`config.mk`:
```
export PLATFORM = sky130hd
export DESIGN_NAME = moore_seq_detect_n_flat
export DESIGN_NICKNAME = d
export VERILOG_FILES = /design/src/rtl/moore_seq_detect_n_if.sv /design/src/rtl/moore_seq_detect_n.sv /design/src/flat_wrapper.sv
export SDC_FILE = /design/constraint.sdc
export NUM_CORES = 1
export LEC_CHECK = 0
export BUFFER_PORTS_ARGS = -buffer_cell sky130_fd_sc_hd__buf_4
export CAP_MARGIN = 10
export CORE_UTILIZATION = 29
export DETAILED_ROUTE_END_ITERATION = 16
export PLACE_DENSITY_LB_ADDON = 0.2
export SLEW_MARGIN = 0
export SYNTH_ARGS = -nofsm -noshare
export SYNTH_HDL_FRONTEND = slang
export SYNTH_SLANG_ARGS = --single-unit
```
`constraint.sdc`:
```
create_clock -name clock -period 7.2 [get_ports clock]
set_input_delay 0.36 -clock clock [delete_from_list [all_inputs] [get_ports clock]]
set_output_delay 0.36 -clock clock [all_outputs]
set_load 0.01 [all_outputs]
```
`src/rtl/moore_seq_detect_n_if.sv`:
```
// rtl/moore_seq_detect_n_if.sv - stream, control and status bundle for the pattern detector
interface moore_seq_detect_n_if #(
  parameter int N  = 4,
  parameter int CW = 8
);
  logic          x;
  logic          x_valid;
  logic          overlap;
  logic          load;
  logic [N-1:0]  pattern;
  logic          clear;
  logic          z;
  logic [CW-1:0] match_count;
  logic          count_sat;

  modport master (
    output x, x_valid, overlap, load, pattern, clear,
    input  z, match_count, count_sat
  );

  modport slave (
    input  x, x_valid, overlap, load, pattern, clear,
    output z, match_count, count_sat
  );
endinterface

```
`src/rtl/moore_seq_detect_n.sv`:
```
// rtl/moore_seq_detect_n.sv - Moore serial pattern detector with loadable pattern and saturating match counter
module moore_seq_detect_n #(
  parameter int           N            = 4,
  parameter logic [N-1:0] PATTERN_INIT = 4'b1001,
  parameter int           CW           = 8
) (
  input  logic                 clock,
  input  logic                 reset_n,
  moore_seq_detect_n_if.slave  bus
);

  localparam int FW = $clog2(N + 1);
  localparam logic [FW-1:0] FILL_FULL = FW'(N);

  logic [N-1:0]  pat_q, pat_d;
  logic [N-1:0]  hist_q, hist_d;
  logic [FW-1:0] fill_q, fill_d;
  logic [CW-1:0] cnt_q, cnt_d;
  logic          z_q;
  logic          match_ev;

  // Moore output: only a full window of real bits equal to the pattern is a match
  always_comb begin
    z_q = (fill_q == FILL_FULL) && (hist_q == pat_q);
  end

  // Next-state: load restarts detection and drops any same-cycle bit; clear beats a match
  always_comb begin
    pat_d    = pat_q;
    hist_d   = hist_q;
    fill_d   = fill_q;
    cnt_d    = cnt_q;
    match_ev = 1'b0;

    if (bus.load) begin
      pat_d  = bus.pattern;
      hist_d = '0;
      fill_d = '0;
    end else if (bus.x_valid) begin
      hist_d = {hist_q[N-2:0], bus.x};
      if (!bus.overlap && z_q)
        fill_d = FW'(1);
      else if (fill_q == FILL_FULL)
        fill_d = FILL_FULL;
      else
        fill_d = fill_q + FW'(1);
      match_ev = (fill_d == FILL_FULL) && (hist_d == pat_q);
    end

    if (bus.clear)
      cnt_d = '0;
    else if (match_ev && !(&cnt_q))
      cnt_d = cnt_q + CW'(1);
  end

  // State register with asynchronous reset that discards any partial match
  always_ff @(posedge clock or negedge reset_n) begin
    if (!reset_n) begin
      pat_q  <= PATTERN_INIT;
      hist_q <= '0;
      fill_q <= '0;
      cnt_q  <= '0;
    end else begin
      pat_q  <= pat_d;
      hist_q <= hist_d;
      fill_q <= fill_d;
      cnt_q  <= cnt_d;
    end
  end

  assign bus.z           = z_q;
  assign bus.match_count = cnt_q;
  assign bus.count_sat   = &cnt_q;

endmodule

```
`src/flat_wrapper.sv`:
```
// flat-port wrapper written by rule: the top's interface ports become plain ports
module moore_seq_detect_n_flat 
#(
  parameter int           N            = 4,
  parameter logic [N-1:0] PATTERN_INIT = 4'b1001,
  parameter int           CW           = 8
)
  (clock, reset_n, bus_x, bus_x_valid, bus_overlap, bus_load, bus_pattern, bus_clear, bus_z, bus_match_count, bus_count_sat);
  moore_seq_detect_n_if #(.N(N), .CW(CW)) bus_i ();
  input  logic clock;
  input  logic reset_n;
  input wire logic [$bits(bus_i.x)-1:0] bus_x;
  input wire logic [$bits(bus_i.x_valid)-1:0] bus_x_valid;
  input wire logic [$bits(bus_i.overlap)-1:0] bus_overlap;
  input wire logic [$bits(bus_i.load)-1:0] bus_load;
  input wire logic [$bits(bus_i.pattern)-1:0] bus_pattern;
  input wire logic [$bits(bus_i.clear)-1:0] bus_clear;
  output wire logic [$bits(bus_i.z)-1:0] bus_z;
  output wire logic [$bits(bus_i.match_count)-1:0] bus_match_count;
  output wire logic [$bits(bus_i.count_sat)-1:0] bus_count_sat;
  assign bus_i.x = bus_x;
  assign bus_i.x_valid = bus_x_valid;
  assign bus_i.overlap = bus_overlap;
  assign bus_i.load = bus_load;
  assign bus_i.pattern = bus_pattern;
  assign bus_i.clear = bus_clear;
  assign bus_z = bus_i.z;
  assign bus_match_count = bus_i.match_count;
  assign bus_count_sat = bus_i.count_sat;
  moore_seq_detect_n #(.N(N), .PATTERN_INIT(PATTERN_INIT), .CW(CW)) u_core (.clock(clock), .reset_n(reset_n), .bus(bus_i));
endmodule
```
---- Word-level counts from Yosys, hierarchy flattened ----
Cells that the tools add are included.
Widths: inputs -> output; s select.
cells by class
  shift operators ......................... 0
  equality and inequality tests ........... 4
  bitwise operators ....................... 0
  div/mod/pow operators ................... 0
  add/subtract/negate cells ............... 2
  reductions and logical operators ........ 9
  multiply operators ...................... 0
  magnitude comparators ................... 0
  mux-type cells .......................... 12
operator list
  kind                 number
  $mux 3               6
  $mux 8               2
  $add 8x1->8 const B  1
  $eq 4x4->1           2
  $mux 4               2
  $reduce_and 8->1     1
  $eq 3x3->1 const B   2
  $logic_and 1x1->1    4
  $reduce_bool 2->1    2
  $add 3x1->3 const B  1
  $logic_not 1->1      2
  $mux 1               2
storage, ports and cells
  ROM bits ................................ 0
  output and inout port bits .............. 10
  bits in writable memories ............... 0
  memories ................................ 0
  bits in registers ....................... 19
  bits in latches ......................... 0

---- Logic depth before layout (Yosys ltp) ----
Gate-level depths: netlist of run 1.
  word-level depth ........................ 13
  depth in mapped cells ................... 7
  gate-level depth less buffers ........... 7

---- Worst setup path after synthesis of run 1 ----
No wires, ideal clock.
  path type ............................... register -> register
  start point ............................. register u_core.fill_q[0]
  end point ............................... register u_core.cnt_q[2] (netlist: u_core.bus.match_count[2])
  buffers on the path ..................... 0
  setup slack ............................. 4,918 ps
  cell stages (with the launch flop) ...... 7
  arrival time ............................ 2,158 ps
  period minus slack after synthesis ...... 2,282 ps
  library setup time ...................... 125 ps
  path through ............................ dfrtp_1 inv_1 ha_1 or3b_2 a211o_1 nor4b_1 mux2_2
between the ends
  word-level cells in the longest chain between the ends .. 12
  elaborated cells between the ends (all ways) .. 14
ends and longest elaborated chain
  item                                                 RTL line                  text
  from (decl)                                          moore_seq_detect_n.sv:17  logic [FW-1:0] fill_q, fill_d;
  from (signal assigned)                               moore_seq_detect_n.sv:66  fill_q <= fill_d;
  branches (longest 3 deep; another with $add 3x1->3)  --
  $mux 3 (*)                                           moore_seq_detect_n.sv:41  if (!bus.overlap && z_q)
  $mux 3 (*)                                           moore_seq_detect_n.sv:39  end else if (bus.x_valid) begin
  $mux 3 (*)                                           moore_seq_detect_n.sv:35  if (bus.load) begin
  $eq 3x3->1 (*)                                       moore_seq_detect_n.sv:47  match_ev = (fill_d == FILL_FULL) && (hist_d == pat_q);
  $logic_and 1x1->1 (*)                                moore_seq_detect_n.sv:47
  $mux 1 (*)                                           moore_seq_detect_n.sv:39
  $mux 1 (*)                                           moore_seq_detect_n.sv:35
  $logic_and 1x1->1 (*)                                moore_seq_detect_n.sv:52  else if (match_ev && !(&cnt_q))
  $reduce_bool 2->1 (no source line) (*)               --
  to (signal assigned)                                 moore_seq_detect_n.sv:67  cnt_q <= cnt_d;
  to (decl)                                            moore_seq_detect_n.sv:18  logic [CW-1:0] cnt_q, cnt_d;
Mark *: on every way between the ends. The select of a mux whose other input is x is not followed.
A chain may end at the register's enable or synchronous reset.

---- Worst setup path in the final report of run 1 ----
Ends and elaborated chain as after synthesis.

==> impl_metrics.tcl, run 1 <==
set metrics [dict create \
    post-route-period-util_pct 34.72 \
    cap_viol_max_count 0 \
    period_needed_ns 2.500 \
    syn_nets 121 \
    wl_um 2317 \
    syn_inst 107 \
    drtAntennaViolNets 0 \
    numCtsBuffers 3 \
    fin_tns_setup_ns 0 \
    pre_cts_slack_ns 4.743 \
    clock_latency_ns 0.26 \
    ir_drop_mv 0.07349 \
    worst_pin_slew_ns 0.4286 \
    syn_area_um2 1112 \
    dr.pass1.iters 4 \
    synth_cell_type_count 30 \
    total_power_mw 0.2228 \
    fp.dieW_um 63.93 \
    root_buffer "clkbuf_8" \
    io_pins 21 \
    max_freq_mhz 400.0 \
    dp_hpwl_um 1669 \
    postCtsSetupRepairBufs 0 \
    grt_remaining_overflow 0 \
    dr.first_iter.drc_count 32 \
    end_kind "flip-flop" \
    rsz0062_at_grt "false" \
    yosys_warnings 0 \
    syn_to_final_growth_pct 22.83 \
    viasPerCell 4.858 \
    arrival_ns 2.65 \
    rows 22 \
    diodes 0 \
    hold_path.class "input pin to flip-flop" \
    die_y_um 63.93 \
    setup_viol 0 \
    critPathMaxFanout 7 \
    num_vias 855 \
    clockBufferDepth 2 \
    cts.clk_slew.worst_paths_ns 0.08 \
    initial_core_util_pct 30.38 \
    grt_max_degree 20 \
    grt_pass1_vias 912 \
    holdBufCountCts 1 \
    synth-seq-cells 19 \
    crit_required_ns 7.35 \
    hold_viol_final 0 \
    finClkSkew_ns 0.006999 \
    grt_usage_pct 13.20 \
    avgSynthCellArea_um2 10.40 \
    drive_gt1_share_pct 31.25 \
    status "completed" \
    grt_pass1_wl_um 4160 \
    power_density_nw_per_um2 163.1 \
    cts_max_level 1 \
    slew_headroom_pct 71.43 \
    cts_tree "done" \
    cts_resized 0 \
    p_leak_nw 0.6036 \
    drc 0 \
    dieArea_um2 4087 \
    fin_nets 143 \
    path_class "flip-flop to flip-flop" \
    wl_per_cell_um 13.16 \
    numPortBuffers 20 \
    antenna_found_initial 0 \
    gp_congestion 0.7435 \
    ys_seq_area_share_pct 42.97 \
    report.final.slew_viol_count 0 \
    clock-sinks 19 \
    final_core_util_pct 37.32 \
    core_area_um2 3661 \
    cp-start-kind "flip-flop" \
    layout_setup_ws_ns 4.700 \
]
[cells in the mapped netlist (all sizes together)]
master	number	area, um^2
a211oi	1	7.510
nor2	14	52.55
nand2	5	18.77
dfrtp	17	425.4
o31ai	1	21.27
nor4	4	25.02
nand2b	3	18.77
or3b	1	8.760
nand4b	1	8.760
o32ai	1	8.760
nand4	1	6.260
mux2i	6	60.06
xnor2	4	35.03
mux2	11	123.9
nand3	3	15.01
xor2	4	35.03
or4	1	11.26
dfstp	2	52.55
ha	3	37.54
nor2b	7	43.79
nor3	2	10.01
o21ai	1	5.000
a21oi	2	10.01
and4	2	17.52
nor4b	1	8.760
nand3b	1	7.510
a211o	1	8.760
and2	1	6.260
inv	2	7.510
clkbuf	4	15.01
[cells by family (layout without fill, tap and decap cells)]
kind of cell | count (synthesis) | after routing | synth area share [%]
compound gates | 7 | 7 | 5.512
xor+xnor | 8 | 8 | 6.299
fa+ha+maj | 3 | 3 | 3.375
buf+inv | 6 | 27 | 2.025
flops | 19 | 19 | 42.97
mux | 17 | 17 | 16.54
simple gates | 47 | 47 | 23.29
[report_power, final]
part	internal (mW)	leakage, nW	total (mW)	switching, mW
clock	0.0391	0.0217	0.0782	0.0391
combinational	0.0139	0.330	0.0287	0.0148
sequential	0.111	0.252	0.116	0.00454
[layer usage]
metal	global-route usage [%]	vias up	part of all wire, %
li1	-	419	-
met4	5.682	0	1.3
met3	3.571	4	3.3
met5	0	-	0
met1	15.76	420	47
met2	22.07	12	48
[layout by cell type, fill, tap and decap left out, types with 4 or more instances in the layout]
cell | Yosys | layout
buf_4 | 0 | 20
dfrtp_1 | 17 | 17
nor2_1 | 14 | 14
mux2_2 | 11 | 11
nor2b_1 | 7 | 7
mux2i_1 | 6 | 6
nand2_1 | 5 | 5
xor2_1 | 4 | 4
xnor2_1 | 4 | 4
nor4_1 | 4 | 4
[area by class of cell]
type / instances / area (um^2)
inverter: 2 / 7.507
clock inverter: 1 / 7.507
sequential: 19 / 478.0
clock buffer: 3 / 41.29
tap: 48 / 60.06
fill: 379 / 2295
multi-input combinational: 82 / 611.8
timing repair buffer: 21 / 160.2
[registers in the layout, indices dropped and copies added (netlist names)]
register	cells
u_core.bus.match_count	8
u_core.fill_q	3
u_core.hist_q	4
u_core.pat_q	4
[worst paths after layout]
kind	slack, ns	start	cells past startpoint	endpoint
worst max register to register	4.70	u_core.fill_q[0]$_DFFE_PN0P_	6	u_core.bus.match_count[2]$_DFFE_PN0P_
min in group asynchronous	0.50	reset_n	2	u_core.hist_q[0]$_DFFE_PN0P_
max in group asynchronous	6.43	reset_n	2	u_core.pat_q[3]$_DFFE_PN1P_
worst min register to register	0.57	u_core.hist_q[3]$_DFFE_PN0P_	2	u_core.hist_q[3]$_DFFE_PN0P_
worst max-delay path	4.70	u_core.fill_q[0]$_DFFE_PN0P_	6	u_core.bus.match_count[2]$_DFFE_PN0P_
worst min-delay path	0.32	bus_pattern[1]	2	u_core.pat_q[1]$_DFFE_PN0P_
[metrics by stage]
stage	cells	hold WS (ns)	cell area [um^2]
finish	176	0.3216	1366
floorplan	107	0.06441	1112
detailed placement	171	0.2590	1308
global placement	171	0.2554	1308
CTS	176	0.3177	1366
global route	176	0.3173	1366
[worst max-delay path: stages, from the launching register on]
cell and delay, ns:
dfrtp_1 0.38, inv_1 0.07, ha_1 0.32, or3b_2 0.45, a211o_1 0.41, nor4b_1 0.37, mux2_2 0.38
Power figures use the tool's default switching activity.
==> run 2, diff against run 1 <==
--- a/config.mk
+++ b/config.mk
@@ -5,6 +5,7 @@
 export SDC_FILE = /design/constraint.sdc
 export NUM_CORES = 1
 export LEC_CHECK = 0
+export ABC_AREA = 1
 export BUFFER_PORTS_ARGS = -buffer_cell sky130_fd_sc_hd__buf_4
 export CAP_MARGIN = 10
 export CORE_UTILIZATION = 29
==> constraint.sdc (replaced) <==
create_clock -name clock -period 2.41 [get_ports clock]
set_input_delay 0.1205 -clock clock [delete_from_list [all_inputs] [get_ports clock]]
set_output_delay 0.1205 -clock clock [all_outputs]
set_load 0.01 [all_outputs]
==> impl_metrics.tcl, run 2 <==
set metrics [dict create \
    status "completed" \
    comb_power_share_pct 13.2 \
    period_needed_ns 1.740 \
    yosys_warnings 0 \
    final_cell_mix "nand2_1 (46), inv_1 (24), buf_4 (20)" \
    grt_usage_pct 13.48 \
    crit_top_cell "nand2_1" \
    ys_seq_area_share_pct 41.03 \
    yosys.area.top_type "dfrtp_1" \
    dr.first_iter.drc_count 33 \
    clkPwrFrac_pct 35.1 \
    reg2reg_from "u_core.fill_q[0]$_DFFE_PN0P_" \
    p_leak_nw 0.7721 \
    grt_pass1_vias 988 \
    drtAntennaViolNets 0 \
    grt.met2_usage_pct 21.65 \
    crit_path_max_incr_delay_ns 0.39 \
    numPortBuffers 20 \
    rsz0062_at_grt "false" \
    cts_tree "done" \
    initial_core_util_pct 31.12 \
    rows 22 \
    drc 0 \
    synth-seq-cells 19 \
    hold_path.startpoint "bus_pattern[0]" \
    p_int_mw 0.4833 \
    placed_cells 223 \
    min_to "u_core.pat_q[0]$_DFFE_PN1P_" \
    grt-busiest-layer "met2" \
    total_power_mw 0.6606 \
    seq_area_um2 478.0 \
    use_met3_pct 2.083 \
    ys.flop_type "dfrtp_1" \
    drive_gt1_share_pct 20.00 \
    path_class "flip-flop to flip-flop" \
    synth_edf_count 0 \
    viasPerCell 4.627 \
    max_freq_mhz 574.7 \
    power_switching_share_pct 26.83 \
    core_area_um2 3744 \
    clockBufferDepth 2 \
    cap_viol_max_count 0 \
    critPathMaxFanout 8 \
    finClkSkew_ns 0.001675 \
    end_kind "flip-flop" \
    worst_pin_slew_ns 0.3951 \
    holdPathStages 3 \
    largest_reg_flops 8 \
    syn_nets 171 \
    synthTopCellsByCount "nand2_1 (46), inv_1 (24), nand3_1 (18)" \
    fp.dieW_um 65.38 \
    antenna_found_initial 0 \
    crit_required_ns 2.56 \
    grt_remaining_overflow 0 \
    use_met1_pct 17.83 \
    root_buffer "clkbuf_8" \
    grt_max_degree 20 \
    dp_hpwl_um 1906 \
    gp_congestion 0.7666 \
    io_pins 21 \
    avgSynthCellArea_um2 7.420 \
    slew_headroom_pct 73.63 \
    dr.pass1.iters 4 \
    syn_area_um2 1165 \
    dieArea_um2 4275 \
    numCtsBuffers 3 \
    p_seq_share_pct 51.7 \
    async_reset_ff_share_pct 100.0 \
    final_common_cell "nand2_1" \
    ir_drop_mv 0.2101 \
    crit_chain "inv_1, ha_1, nand2_1, inv_1, nand2_1, nor2_1, nand4_1, nand3_1, nor2_8, nand3_1, nand2_1" \
    synth.most_common_cell "nand2_1" \
    synth_cell_type_count 26 \
    cts.clk_slew.worst_paths_ns 0.08 \
    num_vias 1055 \
    multi_input_area_um2 565.5 \
    clock-sinks 19 \
    syn_inst 157 \
    wl_um 2495 \
    grt_pass1_wl_um 4395 \
    arrival_ns 1.89 \
    post-route-period-util_pct 72.20 \
    wl_per_cell_um 10.94 \
    die_y_um 65.38 \
    report.final.slew_viol_count 0 \
    final_cell_area_um2 1414 \
    fin_nets 195 \
    holdWs_ns 0.05941 \
    postCtsSetupRepairBufs 0 \
    power_density_nw_per_um2 467.2 \
    clock_latency_ns 0.26 \
    diodes 0 \
    p_switching_mw 0.1773 \
    syn_to_final_growth_pct 21.38 \
    r2r_slack_ns 0.67 \
    placed_area_um2 1359 \
    fin_cells 228 \
    reg2reg_to "u_core.bus.match_count[3]$_DFFE_PN0P_" \
    n_fill_cell 417 \
    synth_top_area_share_pct 36.52 \
    hold_viol_final 0 \
    fin_tns_setup_ns 0 \
    cp_slowest_cell "dfrtp_1" \
    cts_max_level 1 \
    reg2regPathDepth 11 \
    cp-start-kind "flip-flop" \
    hold_path.class "input pin to flip-flop" \
    setup_viol 0 \
    synthTopCellsByArea "dfrtp_1 (37%), nand2_1 (15%), nand3_1 (7.7%)" \
]
-- run 2: worst max path at each step --
stage / start / end / slack, ns / depth (start not counted)
finish: u_core.fill_q[0]$_DFFE_PN0P_ / u_core.bus.match_count[3]$_DFFE_PN0P_ / 0.67 / 11
global route: u_core.fill_q[0]$_DFFE_PN0P_ / u_core.bus.match_count[3]$_DFFE_PN0P_ / 0.48 / 11
CTS: u_core.fill_q[0]$_DFFE_PN0P_ / u_core.bus.match_count[3]$_DFFE_PN0P_ / 0.67 / 11
detailed placement: u_core.fill_q[0]$_DFFE_PN0P_ / u_core.bus.match_count[3]$_DFFE_PN0P_ / 0.69 / 11
global placement: u_core.fill_q[0]$_DFFE_PN0P_ / u_core.bus.match_count[3]$_DFFE_PN0P_ / 0.69 / 11
floorplan: u_core.bus.match_count[0]$_DFFE_PN0P_ / u_core.bus.match_count[2]$_DFFE_PN0P_ / 0.82 / 10
-- run 2: cell families (layout without fill, tap and decap cells) --
logic type	after synthesis	after routing	synth area share, %
compound gates	16	16	7.410
xor+xnor	3	3	2.256
fa+ha+maj	3	3	3.223
buf+inv	30	53	10.42
flops	19	19	41.03
simple gates	86	86	35.66
-- run 2: layer usage --
metal | up-vias | wire length [um]
met4 | 0 | 42
met5 | - | 0
met3 | 5 | 55
met2 | 13 | 1134
li1 | 540 | -
met1 | 497 | 1262
-- run 2: metrics by stage --
stage | utilization, % | setup slack (ns)
floorplan | - | 0.8185
global placement | 36.30 | 0.6853
finish | 37.77 | 0.6699
global route | 37.77 | 0.4792
detailed placement | 36.30 | 0.6917
CTS | 37.77 | 0.6676
-- run 2: area by class of cell --
type	instances	share of cell area (%)
multi-input cells	108	40.00
flip-flops and latches	19	33.81
repair buffers	21	11.33
inverters	28	7.434
well taps	48	4.248
clock buffers	4	3.186
-- run 2: what timing repair did --
| item | in CTS | in global routing |
|---|---|---|
| hold buffers | 1 | 0 |
| gates resized for setup | 0 | 0 |
| hold endpoints to repair | 19 | 0 |
-- run 2: critical path: cells and delay by family (launching register included) --
kind	cells	cell delay, ns
adder cells (fa/ha/maj)	1	0.17
buffers and inverters	2	0.17
flip-flops	1	0.39
AND/OR/NAND/NOR	8	0.91
-- run 2: power groups by stage --
stage | registers (mW) | logic [mW] | clock network (mW)
after floorplan | 0.345 | 0.0579 | 0
after global placement | 0.347 | 0.0859 | 0
final | 0.342 | 0.0872 | 0.232
after global routing | 0.343 | 0.102 | 0.253
after CTS | 0.341 | 0.0890 | 0.235
after detailed placement | 0.348 | 0.0872 | 0
==> run 3, diff against run 2 <==
==> constraint.sdc (replaced) <==
create_clock -name clock -period 1.6 [get_ports clock]
set_input_delay 0.08 -clock clock [delete_from_list [all_inputs] [get_ports clock]]
set_output_delay 0.08 -clock clock [all_outputs]
set_load 0.01 [all_outputs]
==> impl_metrics.tcl, run 3 (synthesized netlist as in run 2, its figures left out) <==
set metrics [dict create \
    cap_viol_max_count 0 \
    finClkSkew_ns 0.002328 \
    clock_latency_ns 0.26 \
    gp_congestion 0.8046 \
    rows 22 \
    grt_pass1_wl_um 4740 \
    clockBufferDepth 2 \
    rsz0062_at_grt "true" \
    dp_hpwl_um 1933 \
    final_common_cell "nand2_1" \
    die_y_um 65.38 \
    cts_tree "done" \
    status "finished, violations left" \
    syn_to_final_growth_pct 45.01 \
    dr.first_iter.drc_count 32 \
    crit_required_ns 1.52 \
    dr.pass1.iters 4 \
    end_kind "output pin" \
    cts_max_level 1 \
    grt_usage_pct 14.37 \
    total_power_mw 1.050 \
    clock-sinks 19 \
    wl_per_cell_um 11.22 \
    initial_core_util_pct 31.12 \
    num_vias 1123 \
    setup_viol 7 \
    fin_tns_setup_ns -0.08843 \
    power_density_nw_per_um2 621.8 \
    final_cell_area_um2 1689 \
    largest_reg_flops 8 \
    max_freq_mhz 603.4 \
    drtAntennaViolNets 0 \
    grt_pass1_vias 1079 \
    root_buffer "clkbuf_8" \
    cp-start-kind "flip-flop" \
    drc 0 \
    numPortBuffers 20 \
    critPathMaxFanout 3 \
    worst_pin_slew_ns 0.6330 \
    grt_max_degree 20 \
    arrival_ns 1.58 \
    final_cell_mix "nand2_1 (40), buf_4 (32), inv_1 (19)" \
    wl_um 2727 \
    dieArea_um2 4275 \
    post-route-period-util_pct 103.6 \
    slew_headroom_pct 57.75 \
    period_needed_ns 1.657 \
    ir_drop_mv 0.4308 \
    core_area_um2 3744 \
    path_class "flip-flop to output pin" \
    grt_remaining_overflow 0 \
    layout_setup_ws_ns -0.05715 \
    report.final.slew_viol_count 0 \
    antenna_found_initial 0 \
    diodes 0 \
    fin_nets 210 \
    crit_chain "ha_2, nand2_2, nor2_4, inv_2, nor3_4, buf_4, buf_6" \
    p_leak_nw 0.8585 \
    cp_slowest_cell "dfrtp_1" \
    cts.clk_slew.worst_paths_ns 0.07 \
    drive_gt1_share_pct 43.59 \
    fp.dieW_um 65.38 \
    hold_viol_final 0 \
    placed_area_um2 1419 \
    viasPerCell 4.621 \
    violations "setup timing" \
    crit_path_max_incr_delay_ns 0.37 \
    numCtsBuffers 3 \
    io_pins 21 \
    hold_path.class "input pin to flip-flop" \
]
-- run 3: area by class of cell --
cell class,instances,area [um^2]
Fill cell,392,2054
Multi-Input combinational cell,108,716.9
Sequential cell,19,478.0
Timing Repair Buffer,36,284.0
Inverter,28,105.1
Tap cell,48,60.06
Clock buffer,4,45.04
-- run 3: critical path, delay by kind of cell (launching register included) --
family	cells	cell delay, ns
adder cells (fa/ha/maj)	1	0.19
buffers and inverters	3	0.30
flip-flops	1	0.37
AND/OR/NAND/NOR	3	0.47
-- run 3: what timing repair did --
action                                  4_1_cts  5_1_grt
hold endpoints to repair                     19        0
hold buffers                                  1        0
setup buffers                                 3        4
endpoints found under the setup margin        9       12
pin swaps                                     9       18
gates resized for setup                      19       25
-- run 3: worst paths after layout --
path	cells past startpoint	startpoint	slack, ns	endpoint
min	3	bus_pattern[0]	0.02	u_core.pat_q[0]$_DFFE_PN1P_
max in group asynchronous	2	reset_n	1.08	u_core.pat_q[0]$_DFFE_PN1P_
min in group asynchronous	2	reset_n	0.25	u_core.hist_q[3]$_DFFE_PN0P_
max	7	u_core.bus.match_count[1]$_DFFE_PN0P_	-0.06	bus_count_sat
max reg2reg	11	u_core.fill_q[0]$_DFFE_PN0P_	-0.01	u_core.bus.match_count[3]$_DFFE_PN0P_
min reg2reg	2	u_core.pat_q[0]$_DFFE_PN1P_	0.50	u_core.pat_q[0]$_DFFE_PN1P_
-- run 3: per-stage QoR --
step           std cells  hold slack [ns]  util [%]  setup WS, ns
2_1_floorplan        157          -0.2156         -      0.008503
3_3_place_gp         231         -0.02393     37.90      -0.06928
4_1_cts              239          0.01704     42.18      -0.08242
5_1_grt              243          0.02142     45.12       -0.1533
6_report             243          0.01903     45.12      -0.05715
3_5_place_dp         231         -0.02044     37.90       -0.1347
-- run 3: routing by layer --
metal	wire [um]	up-vias	global-route usage, %
met5	0	-	0
met4	33	0	7.065
met3	70	4	2.083
met2	1349	16	22.94
met1	1274	526	18.86
li1	-	577	-
-- run 3: report_power, final --
part	internal, mW	total (mW)	switching [mW]
clock	0.177	0.342	0.165
sequential	0.501	0.515	0.0146
combinational	0.0853	0.193	0.108
total	0.763	1.05	0.287
